## src/rtl/fifoout_burst_sched.sv

```systemverilog
// fifoout_burst_sched
// Write-side fetch scheduler for the 256-bit-in / 32-bit-out output FIFO.
// It issues fixed-length read bursts to the memory controller while the FIFO has
// room. It registers the returned beats into the FIFO and walks one frame of
// consecutive bursts.
//
// state     | meaning
// ----------+------------------------------------------------------------
// ST_IDLE   | no frame active, waiting for frame_start_i
// ST_ARB    | frame active, waiting for enable_i and enough FIFO headroom
// ST_REQ    | rd_req_o asserted, waiting for rd_ack_i
// ST_DATA   | counting returned beats of the outstanding burst
// ST_SETTLE | short wait so the FIFO water level catches up with writes
module fifoout_burst_sched #(
    parameter int                    WR_DEPTH_WIDTH = 8,
    parameter int                    WR_DATA_WIDTH  = 256,
    parameter int                    ADDR_WIDTH     = 28,
    parameter logic [ADDR_WIDTH-1:0] BASE_ADDR      = '0,
    parameter int                    BURST_LEN      = 16,
    parameter int                    FRAME_BURSTS   = 480,
    parameter int                    MARGIN         = 4,
    parameter int                    SETTLE_CYC     = 2
) (
    input  logic                      clk,
    input  logic                      tb_rst,
    input  logic                      enable_i,
    input  logic                      frame_start_i,
    output logic                      rd_req_o,
    output logic [ADDR_WIDTH-1:0]     rd_addr_o,
    output logic [15:0]               rd_len_o,
    input  logic                      rd_ack_i,
    input  logic                      rd_data_valid_i,
    input  logic [WR_DATA_WIDTH-1:0]  rd_data_i,
    output logic                      fifo_wr_en_o,
    output logic [WR_DATA_WIDTH-1:0]  fifo_wr_data_o,
    input  logic [WR_DEPTH_WIDTH:0]   fifo_wr_water_level_i,
    input  logic                      fifo_wr_full_i,
    output logic                      busy_o,
    output logic                      frame_done_o,
    output logic                      overflow_err_o,
    output logic                      protocol_err_o
);

    localparam int IDX_W  = $clog2(FRAME_BURSTS) + 1;
    localparam int BEAT_W = $clog2(BURST_LEN) + 1;
    localparam int SC_W   = $clog2(SETTLE_CYC + 1) + 1;

    // Headroom threshold; a negative value means the FIFO can never take a burst.
    localparam int                        THRESH    = (2 ** WR_DEPTH_WIDTH) - BURST_LEN - MARGIN;
    localparam bit                        THRESH_OK = (THRESH >= 0);
    localparam logic [WR_DEPTH_WIDTH+1:0] THRESH_V  = (WR_DEPTH_WIDTH + 2)'(THRESH_OK ? THRESH : 0);

    localparam logic [IDX_W-1:0]      LAST_IDX    = IDX_W'(FRAME_BURSTS - 1);
    localparam logic [BEAT_W-1:0]     LAST_BEAT   = BEAT_W'(BURST_LEN - 1);
    localparam logic [SC_W-1:0]       SETTLE_LOAD = SC_W'((SETTLE_CYC > 0) ? SETTLE_CYC - 1 : 0);
    localparam logic [ADDR_WIDTH-1:0] BURST_STEP  = ADDR_WIDTH'(BURST_LEN);

    typedef enum logic [2:0] {
        ST_IDLE,
        ST_ARB,
        ST_REQ,
        ST_DATA,
        ST_SETTLE
    } state_t;

    state_t                     state_q, state_d;
    logic [IDX_W-1:0]           idx_q, idx_d;
    logic [ADDR_WIDTH-1:0]      addr_q, addr_d;
    logic [BEAT_W-1:0]          beat_q, beat_d;
    logic [SC_W-1:0]            settle_q, settle_d;
    logic                       restart_q, restart_d;
    logic                       done_q, done_d;
    logic                       wr_en_q, wr_en_d;
    logic [WR_DATA_WIDTH-1:0]   wr_data_q, wr_data_d;
    logic                       ovf_q, ovf_d;
    logic                       proto_q, proto_d;
    logic                       level_ok;

    assign level_ok = THRESH_OK && ({1'b0, fifo_wr_water_level_i} <= THRESH_V);

    // Next-state, burst/beat bookkeeping, write path and sticky error flags.
    always_comb begin
        state_d   = state_q;
        idx_d     = idx_q;
        addr_d    = addr_q;
        beat_d    = beat_q;
        settle_d  = settle_q;
        restart_d = restart_q;
        done_d    = 1'b0;

        case (state_q)
            ST_IDLE: begin
                if (frame_start_i) begin
                    state_d = ST_ARB;
                    idx_d   = '0;
                    addr_d  = BASE_ADDR;
                end
            end
            ST_ARB: begin
                if (frame_start_i) begin
                    idx_d  = '0;
                    addr_d = BASE_ADDR;
                end else if (enable_i && level_ok) begin
                    state_d = ST_REQ;
                end
            end
            ST_REQ: begin
                // A restart requested here waits until the pending burst has drained.
                if (frame_start_i) begin
                    restart_d = 1'b1;
                end
                if (rd_ack_i) begin
                    state_d = ST_DATA;
                    beat_d  = '0;
                end
            end
            ST_DATA: begin
                if (frame_start_i) begin
                    restart_d = 1'b1;
                end
                if (rd_data_valid_i) begin
                    if (beat_q == LAST_BEAT) begin
                        beat_d = '0;
                        if (restart_q || frame_start_i) begin
                            restart_d = 1'b0;
                            idx_d     = '0;
                            addr_d    = BASE_ADDR;
                            state_d   = ST_ARB;
                        end else if (idx_q == LAST_IDX) begin
                            done_d  = 1'b1;
                            idx_d   = '0;
                            addr_d  = BASE_ADDR;
                            state_d = ST_IDLE;
                        end else begin
                            idx_d    = idx_q + IDX_W'(1);
                            addr_d   = addr_q + BURST_STEP;
                            settle_d = SETTLE_LOAD;
                            state_d  = (SETTLE_CYC > 0) ? ST_SETTLE : ST_ARB;
                        end
                    end else begin
                        beat_d = beat_q + BEAT_W'(1);
                    end
                end
            end
            ST_SETTLE: begin
                if (frame_start_i) begin
                    idx_d   = '0;
                    addr_d  = BASE_ADDR;
                    state_d = ST_ARB;
                end else if (settle_q == '0) begin
                    state_d = ST_ARB;
                end else begin
                    settle_d = settle_q - SC_W'(1);
                end
            end
            default: begin
                state_d = ST_IDLE;
            end
        endcase

        // Beats are only accepted while a burst is outstanding; anything else is flagged.
        wr_en_d   = rd_data_valid_i && (state_q == ST_DATA);
        wr_data_d = wr_en_d ? rd_data_i : wr_data_q;
        ovf_d     = ovf_q | (wr_en_q & fifo_wr_full_i);
        proto_d   = proto_q | (rd_data_valid_i & (state_q != ST_DATA));
    end

    // State and datapath registers with asynchronous active-high reset.
    always_ff @(posedge clk or posedge tb_rst) begin
        if (tb_rst) begin
            state_q   <= ST_IDLE;
            idx_q     <= '0;
            addr_q    <= BASE_ADDR;
            beat_q    <= '0;
            settle_q  <= '0;
            restart_q <= 1'b0;
            done_q    <= 1'b0;
            wr_en_q   <= 1'b0;
            wr_data_q <= '0;
            ovf_q     <= 1'b0;
            proto_q   <= 1'b0;
        end else begin
            state_q   <= state_d;
            idx_q     <= idx_d;
            addr_q    <= addr_d;
            beat_q    <= beat_d;
            settle_q  <= settle_d;
            restart_q <= restart_d;
            done_q    <= done_d;
            wr_en_q   <= wr_en_d;
            wr_data_q <= wr_data_d;
            ovf_q     <= ovf_d;
            proto_q   <= proto_d;
        end
    end

    assign rd_req_o       = (state_q == ST_REQ);
    assign rd_addr_o      = addr_q;
    assign rd_len_o       = 16'(BURST_LEN);
    assign fifo_wr_en_o   = wr_en_q;
    assign fifo_wr_data_o = wr_data_q;
    assign busy_o         = (state_q != ST_IDLE);
    assign frame_done_o   = done_q;
    assign overflow_err_o = ovf_q;
    assign protocol_err_o = proto_q;

endmodule
```

## config.mk

```make
export PLATFORM = sky130hd
export DESIGN_NAME = fifoout_burst_sched
export DESIGN_NICKNAME = d
export VERILOG_FILES = /design/src/rtl/fifoout_burst_sched.sv
export SDC_FILE = /design/constraint.sdc
export NUM_CORES = 1
export LEC_CHECK = 0
export CAP_MARGIN = 10
export CORE_AREA = 3 3 223 225
export DETAILED_ROUTE_END_ITERATION = 10
export DIE_AREA = 0 0 226 228
export HOLD_SLACK_MARGIN = 0.08
export PLACE_DENSITY_LB_ADDON = 0.3
export SKIP_CTS_REPAIR_TIMING = 1
export SLEW_MARGIN = 20
export SYNTH_ARGS = -nofsm -noshare
export SYNTH_HDL_FRONTEND = slang
export SYNTH_SLANG_ARGS = --single-unit
```

## constraint.sdc

```tcl
create_clock -name clk -period 11.4 [get_ports clk]
set_input_delay 1.14 -clock clk [delete_from_list [all_inputs] [get_ports clk]]
set_output_delay 1.14 -clock clk [all_outputs]
set_load 0.03 [all_outputs]
```

### After elaboration in Yosys (flattened, before gate mapping)

Index checks and enable logic that the tools add are counted.

* reduce and logical (&&, ||, !) cells: 14
* equal/unequal tests: 19
* mux-type cells: 44
* bitwise gates (word level): 4
* add/subtract/negate cells: 4
* order comparisons: 1

Operators with widths (count)
* two-way mux 28 bit: 5
* case mux 28 bit (2 select lines): 1
* two-way mux 10 bit: 5
* two-way mux 3 bit: 16
* adder 28 x 5 -> 28 bit, second input constant: 1
* case mux 10 bit (2 select lines): 1
* != test 2 bit, second input constant: 9
* two-way mux 5 bit: 3
* case mux 3 bit (5 select lines): 1
* AND reduction 7 bit: 2
* adder 10 x 1 -> 10 bit, second input constant: 1
* equality test 10 x 9 -> 1 bit, second input constant: 1
* case mux 5 bit (2 select lines): 1
* <= comparator 9 x 8 -> 1 bit, second input constant: 1
* two-way mux 1 bit: 9
* equality test 3 x 2 -> 1 bit, second input constant: 2
* logical NOT 3 bit: 2
* case mux 3 bit (2 select lines): 1
* nonzero test 2 bit: 3
* adder 5 x 1 -> 5 bit, second input constant: 1
* equality test 5 x 4 -> 1 bit, second input constant: 1
* != test 2 x 1 -> 1 bit, second input constant: 2
* AND reduction 4 bit: 1
* equality test 3 x 1 -> 1 bit, second input constant: 1
* 12 further kinds: 15

* input bits: 272
* word-level logic and storage cells: 97
* output and inout port bits: 306
* flip-flop bits (word level): 310

### Longest topological paths before layout

* depth after elaboration: 6
* depth in mapped cells: 8
* gate-level depth less buffers: 7

### Least setup slack after synthesis

Ideal clock, no wire load.

* path kind: reg-to-output
* start point: reg state_q[2]
* end point: out rd_req_o
* required time: 10.260 ns
* path slack: 8.920 ns
* path buffers: 1
* stages on the path, launching flop included: 3
* data arrival time: 1.340 ns
* cell sequence: dfrtp_1 clkbuf_1 nor3b_1

* longest elaborated chain between the ends: 1

RTL lines
* from (decl): line 66 `state_t state_q, state_d;`
* from (signal assigned): line 183 `state_q <= state_d;`
* equality test 3 x 2 -> 1 bit: line 197 `assign rd_req_o = (state_q == ST_REQ);`
* to (decl): line 28 `output logic rd_req_o,`

Every way passes these cells.

### Worst setup path after layout

* start point: in rd_data_valid_i
* end point: reg wr_data_q[32] (netlist: fifo_wr_data_o[32])

* longest elaborated chain between the ends: 1

RTL lines
* from (decl): line 32 `input logic rd_data_valid_i,`
* logical AND 1 bit: line 162 `wr_en_d = rd_data_valid_i && (state_q == ST_DATA);`
* to (signal assigned): line 191 `wr_data_q <= wr_data_d;`
* to (decl): line 74 `logic [WR_DATA_WIDTH-1:0] wr_data_q, wr_data_d;`

Every way passes these cells.
A chain may end at the register's enable or synchronous reset.

==> flow_summary_export.csv <==
group,metric,value,unit
synth,ys_types,64,
sta,max_freq,288,MHz
power,powerDensity,284,nW/µm²
layout,fill_cells,4716,
synth,syn_area,12500,µm²
synth,synthCells,1396,
clocking,htreeDepth,2,
synth,synth_warnings,0,
drt,dr.first_iter.drc_count,662,
power,power_leakage,0.00931,µW
grt,use_met2,27.7,%
placed_design,port_buffers,557,
power,ir_worst_vdd,0.153,mV
power,combPwrFrac,48.1,%
clocking,clockBufferDepth,3,
drt,firstDrtPassIters,5,
run_status,outcome,"finished, final reports clean",
synth,synth_top_area_cell,"dfrtp_1",
drt,vias,11200,
sta,hold_viol,0,
sta,setup_viol,0,
clocking,cts_tree,"yes",
power,p_int,3210,µW
synth,syn_area_per_cell,8.95,µm²
clocking,cts_sinks,306,
sta,post-route-min-period,3.47,ns
layout,nets,2203,
grt,grt-ovfl-total,0,
grt,antenna_found_initial,1,
worst_setup_path,worstPathRequired,11.87,ns
synth,synth_top_area_share,61.3,%
placed_design,gp_congestion,0.875,
layout,drive_above_1_share,4.16,%
min_path,min_path_type,"reg2reg",
clocking,cts_buffers,37,
power,power.switching,2380,µW
synth,yosys_register_bits,306,
sta,skew,0.0228,ns
power,seqPwrFrac,32.0,%
clocking,cts-root-buf,"clkbuf_16",
worst_setup_path,startpoint_type,"primary input",
floorplan,die_area,51500,µm²
worst_setup_path,worstPathArrival,3.95,ns
sta,slew_headroom,31.7,%
floorplan,core-area,47700,µm²
sta,grt_setup_unrepaired,"false",
clocking,worstSkewPairLatency,0.54,ns
placed_design,dp.final_hpwl,30700,µm
worst_setup_path,cp_max_fo,162,
worst_setup_path,endpoint_kind,"register",
layout,syn2layout_area_growth,57.4,%
floorplan,dieHeight,228,µm
drt,viasPerCell,4.38,
synth,synth-edff-count,0,
floorplan,die_width,226,µm
drt,antenna_left,0,
power,totalPowerFinal,5590,µW
layout,mostFrequentLayoutCells,"nand2_1, clkdlybuf4s50_1, dfrtp_1",
grt,busiest_layer,"met2",
sta,tns,0,ns
synth,yosysSeqAreaShare,61.3,%
power,clkPwrFrac,19.9,%
synth,synth-main-ff-cell,"dfrtp_1",
synth,synthArstFlopShare,100,%
floorplan,rows,80,
drt,routed_wl,43400,µm
grt,grt_pass1_vias,11300,
grt,grtUsageMet1,19.9,%
grt,use_met3,5.08,%
power,swShare,42.6,%
floorplan,io_pins,578,
grt,track_usage,16.3,%
drt,drc,0,
grt,grt_max_degree,172,
clocking,clkTransAtPathRegs,0.06,ns
grt,grt_pass1_wl,66600,µm
worst_setup_path,crit_type,"in2reg",
floorplan,initial_core_util,26.2,%
synth,ys_top_cells_by_area,"dfrtp_1, nand2_1, buf_4",
drt,wire_per_inst,16.9,µm
sta,tightest_slew,1.02,ns
sta,fin_crit_sh,30.5,%
sta,drv_slew,0,
flow_run,maxCapViolCount,0,
layout,layout_commonest_cell,"nand2_1",
## final timing paths
path,startpoint,endpoint,slack [ns],depth (start not counted)
worst max-delay path,rd_data_valid_i,fifo_wr_data_o[32],7.93,6
worst min-delay path,settle_q[0],settle_q[0],0.46,1
worst max register to register,state_q[2],fifo_wr_data_o[32],8.44,5
worst min register to register,settle_q[0],settle_q[0],0.46,1
max in group asynchronous,tb_rst,fifo_wr_data_o[210],8.82,3
min in group asynchronous,tb_rst,fifo_wr_data_o[113],1.17,2
## final cells by class
class / instances / area [µm²] / area share, %
Antenna cell: 1 / 2.50 / 0.0127
Clock buffer: 53 / 1070 / 5.42
Clock inverter: 9 / 56.3 / 0.286
Inverter: 8 / 45.0 / 0.229
Multi-Input combinational cell: 1010 / 4430 / 22.5
Sequential cell: 306 / 7660 / 38.9
Tap cell: 615 / 769 / 3.91
Timing Repair Buffer: 563 / 5650 / 28.7
## critical path: stages
cell and delay [ns]:
clkdlybuf4s50_1 0.55, nand4b_4 0.18, inv_8 0.63, buf_4 0.88, nand2_1 0.16, nand2_1 0.10
## synthesized netlist by cell type (4+ instances only)
cell,instances
nand3_1,12
o21ai_1,7
nor3b_1,5
nand4_1,16
and3_1,6
buf_1,10
o21ai_0,33
a21oi_1,8
clkbuf_1,48
dfrtp_1,306
buf_2,5
inv_1,7
a311oi_1,4
o31ai_1,5
a22o_1,4
ha_1,5
xnor2_1,5
a21o_1,5
nand2_1,793
buf_4,25
nor3_1,12
nor2_1,17
## kinds of logic (layout without fill, tap and decap cells)
group | Yosys count | after routing | share of synthesized area (%)
AO/OA/AOI/OAI | 82 | 82 | 4.28
XOR/XNOR | 8 | 8 | 0.561
adder cells (fa/ha/maj) | 5 | 5 | 0.501
buffers and inverters | 98 | 633 | 3.82
flip-flops | 306 | 306 | 61.3
multiplexers | 4 | 4 | 0.331
other | 2 | 21 | 0.0601
AND/OR/NAND/NOR | 891 | 891 | 29.2
## registers in the layout, indices dropped and copies added, names as in the netlist
| register | cells |
|---|---|
| frame_done_o | 1 |
| overflow_err_o | 1 |
| idx_q | 10 |
| protocol_err_o | 1 |
| fifo_wr_en_o | 1 |
| fifo_wr_data_o | 256 |
| restart_q | 1 |
| beat_q | 5 |
| state_q | 3 |
| rd_addr_o | 24 |
| settle_q | 3 |
## power groups by stage
stage / registers (µW) / clock network (µW) / logic [µW]
global route: 1840 / 1200 / 2880
finish: 1790 / 1110 / 2690
global placement: 1780 / 0 / 2690
floorplan: 2620 / 0 / 651
CTS: 1790 / 1150 / 2730
detailed placement: 1790 / 0 / 2720
## per-layer routing
metal | vias up | part of all wire, %
met1 | 5364 | 41
li1 | 5427 | -
met4 | 0 | 2.5
met3 | 59 | 7.9
met2 | 394 | 49
met5 | - | 0
## stage by stage
step | area, µm² | utilization, % | instances | hold WS [ns] | worst slack, ns
final | 19700 | 41.2 | 2565 | 0.456 | 7.93
after global routing | 19700 | 41.2 | 2565 | 0.468 | 7.82
after CTS | 19700 | 41.2 | 2564 | 0.455 | 8.11
after detailed placement | 18500 | 38.8 | 2502 | 0.444 | 7.53
after global placement | 18500 | 38.8 | 2502 | 0.438 | 7.57
after floorplan | 12600 | - | 1414 | 0.427 | 1.80
Power figures use the tool's default switching activity.
